`src/rtl/freelist_ctrl.sv`:
```
// Free list of physical register tags for a 2-wide rename stage.
// Circular FIFO with a speculative head (rename), an architectural head (commit) and a tail (frees).
module freelist_ctrl #(
    parameter  int PREG_NUM = 64,
    parameter  int LREG_NUM = 32,
    localparam int PREG_W   = $clog2(PREG_NUM),
    localparam int DEPTH    = PREG_NUM - LREG_NUM,
    localparam int IDX_W    = $clog2(DEPTH),
    localparam int PTR_W    = IDX_W + 1
) (
    input  logic              clock,
    input  logic              reset,
    input  logic              alloc_fire,
    input  logic              instr0_alloc_req,
    input  logic              instr1_alloc_req,
    output logic [PREG_W-1:0] instr0_alloc_preg,
    output logic [PREG_W-1:0] instr1_alloc_preg,
    output logic              alloc_ready,
    input  logic              commit0_valid,
    input  logic [PREG_W-1:0] commit0_old_prd,
    input  logic              commit1_valid,
    input  logic [PREG_W-1:0] commit1_old_prd,
    input  logic              flush,
    output logic [PTR_W-1:0]  free_count,
    output logic              overflow_err
);

    localparam logic [PTR_W:0] DEPTH_X = DEPTH[PTR_W:0];

    logic [PREG_W-1:0] fifo_q [DEPTH];
    logic [PTR_W-1:0]  spec_head_q, spec_head_d;
    logic [PTR_W-1:0]  arch_head_q, arch_head_d;
    logic [PTR_W-1:0]  tail_q, tail_d;
    logic              overflow_q, overflow_d;

    logic [PTR_W-1:0]  count;
    logic [PTR_W-1:0]  n_free;
    logic [PTR_W-1:0]  n_alloc;
    logic [PTR_W:0]    count_after_free;
    logic              free_any;
    logic              free_drop;
    logic              alloc_ok;
    logic [IDX_W-1:0]  rd_idx0, rd_idx1;
    logic [IDX_W-1:0]  wr_idx0, wr_idx1;

    // Occupancy comes straight from the wrap-bit pointers; no separate counter to keep coherent.
    assign count            = tail_q - spec_head_q;
    assign n_free           = PTR_W'(commit0_valid) + PTR_W'(commit1_valid);
    assign n_alloc          = PTR_W'(instr0_alloc_req) + PTR_W'(instr1_alloc_req);
    assign count_after_free = {1'b0, count} + {1'b0, n_free};
    assign free_any         = commit0_valid | commit1_valid;
    assign free_drop        = free_any && (count_after_free > DEPTH_X);

    assign alloc_ready = (count >= PTR_W'(2));
    assign alloc_ok    = alloc_fire & alloc_ready & ~flush;
    assign free_count  = count;
    assign overflow_err = overflow_q;

    // DEPTH is a power of two, so index arithmetic wraps naturally in IDX_W bits.
    assign rd_idx0 = spec_head_q[IDX_W-1:0];
    assign rd_idx1 = rd_idx0 + IDX_W'(1);
    assign wr_idx0 = tail_q[IDX_W-1:0];
    assign wr_idx1 = wr_idx0 + IDX_W'(commit0_valid);

    // Responses depend only on registered state and the req bit, never on commit/flush.
    assign instr0_alloc_preg = fifo_q[rd_idx0];
    assign instr1_alloc_preg = instr0_alloc_req ? fifo_q[rd_idx1] : fifo_q[rd_idx0];

    always_comb begin
        // NOTE: every next-state signal gets a default first so no path leaves it unassigned (no latch).
        spec_head_d = spec_head_q;
        arch_head_d = arch_head_q;
        tail_d      = tail_q;
        overflow_d  = overflow_q;

        if (free_drop) begin
            overflow_d = 1'b1;
        end else begin
            tail_d      = tail_q + n_free;
            arch_head_d = arch_head_q + n_free;
        end

        if (flush) begin
            spec_head_d = arch_head_d;
        end else if (alloc_ok) begin
            spec_head_d = spec_head_q + n_alloc;
        end
    end

    always_ff @(posedge clock) begin
        if (reset) begin
            // NOTE: the tag storage is reset on purpose: the initial contents are the free tags themselves.
            for (int i = 0; i < DEPTH; i++) begin
                fifo_q[i] <= PREG_W'(LREG_NUM + i);
            end
            spec_head_q <= '0;
            arch_head_q <= '0;
            tail_q      <= {1'b1, {IDX_W{1'b0}}};
            overflow_q  <= 1'b0;
        end else begin
            // NOTE: state updates use non-blocking assignments so all registers see pre-edge values.
            spec_head_q <= spec_head_d;
            arch_head_q <= arch_head_d;
            tail_q      <= tail_d;
            overflow_q  <= overflow_d;
            if (!free_drop) begin
                if (commit0_valid) fifo_q[wr_idx0] <= commit0_old_prd;
                if (commit1_valid) fifo_q[wr_idx1] <= commit1_old_prd;
            end
        end
    end

endmodule

```
`config.mk`:
```
export PLATFORM = sky130hd
export DESIGN_NAME = freelist_ctrl
export DESIGN_NICKNAME = d
export VERILOG_FILES = /design/src/rtl/freelist_ctrl.sv
export SDC_FILE = /design/constraint.sdc
export NUM_CORES = 1
export LEC_CHECK = 0
export CAP_MARGIN = 10
export CORE_MARGIN = 2
export CORE_UTILIZATION = 47
export CTS_BUF_LIST = sky130_fd_sc_hd__clkbuf_2 sky130_fd_sc_hd__clkbuf_4 sky130_fd_sc_hd__clkbuf_8
export CTS_CLUSTER_DIAMETER = 120
export DETAILED_ROUTE_END_ITERATION = 6
export DONT_BUFFER_PORTS = 1
export GPL_ROUTABILITY_DRIVEN = 0
export PLACE_DENSITY_LB_ADDON = 0.05
export SETUP_SLACK_MARGIN = 0.15
export SKIP_CTS_REPAIR_TIMING = 1
export SLEW_MARGIN = 20
export SYNTH_ARGS = -nofsm -noshare
export SYNTH_HDL_FRONTEND = slang
export SYNTH_SLANG_ARGS = --single-unit
export TNS_END_PERCENT = 1
```
`constraint.sdc`:
```
create_clock -name clock -period 14 [get_ports clock]
set_clock_uncertainty 0.2 [all_clocks]
set_input_delay 0.7 -clock clock [delete_from_list [all_inputs] [get_ports clock]]
set_output_delay 0.7 -clock clock [all_outputs]
set_load 0.01 [all_outputs]
```
==> results.md <==
* Min Tclk post-route at 5850 ps
* CTS clk-pin slew, worst paths at 60 ps
* Count of state elements after synthesis at 216
* Area occupied by multi-input gates at 0.00776 sq mm
* Cell type with the largest total area after synthesis: sky130_fd_sc_hd__edfxtp_1
* Cells after Synth at 1302
* Post-Route Setup TNS at 0 ps
* Category of the most critical setup path: flop to flop
* First-pass GRT wire length at 84.5 mm
* Final Hold Violating Endpoints at 0
* RSZ-0062 raised after global routing: no
* Library cell with the highest instance count after synthesis: sky130_fd_sc_hd__edfxtp_1
* Cell Rows at 64
* Count of buffers inserted at the top-level ports at 0
* Period utilisation layout at 41.8%
* Clock latency on the worst-skew pair at 550 ps
* CP delay by family, top: compound AO/OA/AOI/OAI gates
* Number of warnings printed during yosys synthesis at 0
* Prevailing post-synth register cell: sky130_fd_sc_hd__edfxtp_1
* Fraction of final layout cells sized beyond drive strength 1 at 19.4%
* Die area at 0.0325 sq mm
* Filler cell count at 2744
* GR Util All Layers at 35.7%
* Max incr delay on CP at 960 ps
* Tightest Hold Check Type: input pin to flop
* Wire length after detailed routing at 58.4 mm
* Buf+Inv Stages, Crit Path at 2
* IO Pins at 40
* Horizontal die dimension at 180 um
* Y dimension of the die at 180 um
* Category of the worst setup path launch point: flop
* Ratio of total power to cell area at 178 mW/mm^2
* Distinct cell type count of the synthesized netlist at 73
* Area delta synth->final at 7.23%
* Vias after detailed routing at 12700
* Critical path data required time at 14020 ps
* Core box area at 0.0306 sq mm
* Final Max Tran Viols at 0
* Number of design-rule violations left by the first detailed-router iteration at 2325
* Mapped Avg Cell Area at 11.2 sq um
* Congestion Overflow GR at 0
* Post-synthesis instance area at 0.0146 sq mm
* Max Root-Sink Buffers at 3
* Vias in the first global route at 12100
* Clock tree from TritonCTS: done
* Post-layout nets at 1287
* Result of the run: finished clean
* Pin count of the biggest net entering global routing at 53
* Slowest cell on the critical path: sky130_fd_sc_hd__nor3_4
* Sequential cell area fraction in the yosys report at 42.8%
* Buffer type at the clock tree root: sky130_fd_sc_hd__clkbuf_8
* Number of levels the H-tree was split into at 2
* Async SR Flop Fraction at 0%
* Dpl hpwl at 40.5 mm
* Worst ir drop on vdd at 192 uV
* Post-route DRC violation count at 0
* Sinks on the clock net at 216
* 1st-pass router iterations at 7
* Count of max-cap constraint violations at 0
* Final ANT Viol Nets at 0
* FMAX at 171 MHz
* Post-Synthesis Net Count at 1344
* Drt via density at 7.62
* Setup crit start: spec_head_q[0]
* Sequential cell area at 0.00625 sq mm
* Endpoint class of the critical path: flop
* Leak at 4.23 nW
* Arrival time of data at the critical path endpoint at 5880 ps
* Share of the synthesized area in the top cell type at 39.5%
* Worst Min Path Start: reset
* Ranking of synthesized cells by area: sky130_fd_sc_hd__edfxtp_1 39%, sky130_fd_sc_hd__mux4_2 19%, sky130_fd_sc_hd__a31oi_1 4.5%
* Relative slew slack at 15.9%
* Most used standard cells in the synthesized netlist: 192 x sky130_fd_sc_hd__edfxtp_1, 126 x sky130_fd_sc_hd__nor3_1, 120 x sky130_fd_sc_hd__mux4_2
* Number of enable flip-flop cells after synthesis at 192
* Cts bufs inserted at 39
* Tot Pwr at 2.78 mW
* Slew @ Worst Pin at 1250 ps
* Initial core utilization at 47.7%
* Antenna violations before repair at 1
* Highest fanout seen on the critical path at 52
* Routed length per placed instance at 35.0 um
* Final setup fails at 0
* Chain of cells forming the critical path: buf_4 > ha_1 > inv_1 > fa_1 > fa_1 > nor3b_1 > a31oi_1 > o31ai_4 > o31ai_4 > nor3_4 > a211o_1
* Worst R2R Start: spec_head_q[0]
report_power, final:
part	total (mW)	switching, mW	internal (mW)	leakage (nW)
clock network	0.607	0.281	0.326	0.398
logic	1.38	0.893	0.489	2.04
registers	0.794	0.0486	0.745	1.79
cells by family after synthesis:
logic type | after synthesis | synth area share [%]
flops | 216 | 42.8
fa+ha+maj | 22 | 2.14
buf+inv | 164 | 4.49
xor+xnor | 13 | 0.780
compound gates | 299 | 15.2
mux | 136 | 19.7
simple gates | 452 | 14.9
flip-flops by register name (all words and copies together) (netlist names), named ones only:
signal	cells
spec_head_q	6
arch_head_q	6
fifo_q	192
tail_q	6
overflow_err	1
layout make-up:
cell class                 instances  area share, %
clock buffer                      48           3.94
timing repair buffer              37           1.79
clock inverter                    20          0.895
tap                              396           3.16
multi-input combinational        922           49.6
inverter                          29          0.695
antenna                            2         0.0320
sequential                       216           39.9
cell usage in the layout (no fill, tap or decap), types with 9 or more instances in the layout:
master                       n
sky130_fd_sc_hd__ha_1       16
sky130_fd_sc_hd__o211ai_1   16
sky130_fd_sc_hd__edfxtp_1  192
sky130_fd_sc_hd__mux2i_1     9
sky130_fd_sc_hd__o21ai_0    12
sky130_fd_sc_hd__a21oi_1    19
sky130_fd_sc_hd__dfxtp_1    20
sky130_fd_sc_hd__o31ai_1    67
sky130_fd_sc_hd__mux4_2    120
sky130_fd_sc_hd__clkbuf_8   41
sky130_fd_sc_hd__a211o_1    15
sky130_fd_sc_hd__o41ai_1    14
sky130_fd_sc_hd__nor3_1    125
sky130_fd_sc_hd__nand2_1    76
sky130_fd_sc_hd__clkinv_1   12
sky130_fd_sc_hd__nor2_1     87
sky130_fd_sc_hd__a31oi_1   104
sky130_fd_sc_hd__inv_1      27
sky130_fd_sc_hd__nand3_1   102
sky130_fd_sc_hd__buf_4      36
sky130_fd_sc_hd__nor4_1      9
per-stage QoR:
stage	worst slack (ps)	utilization, %	hold WS (ps)	instance area [sq um]	cells
6_report	8150	51.2	32.1	15700	1670
5_1_grt	7780	51.2	3.21	15700	1668
4_1_cts	8170	51.1	-14.1	15600	1667
3_5_place_dp	8200	48.7	307	14900	1599
3_3_place_gp	8270	48.7	302	14900	1599
2_1_floorplan	9190	-	280	14600	1302
routing by layer:
metal	global-route usage [%]	part of all wire, %	vias to the layer above
met5	0	0	-
met4	16.5	5.5	0
met3	11.0	15	198
met2	52.2	42	1081
met1	49.0	37	6239
li1	-	-	5201
final timing paths:
path                    endpoint  depth (start not counted)  slack (ps)
setup / recovery   fifo_q[11][3]                         11        8150
hold reg to reg        tail_q[5]                          2         310
hold / removal    arch_head_q[5]                          1          30
setup reg to reg   fifo_q[11][3]                         11        8150
Note: power is estimated with default switching activity, not from simulation.
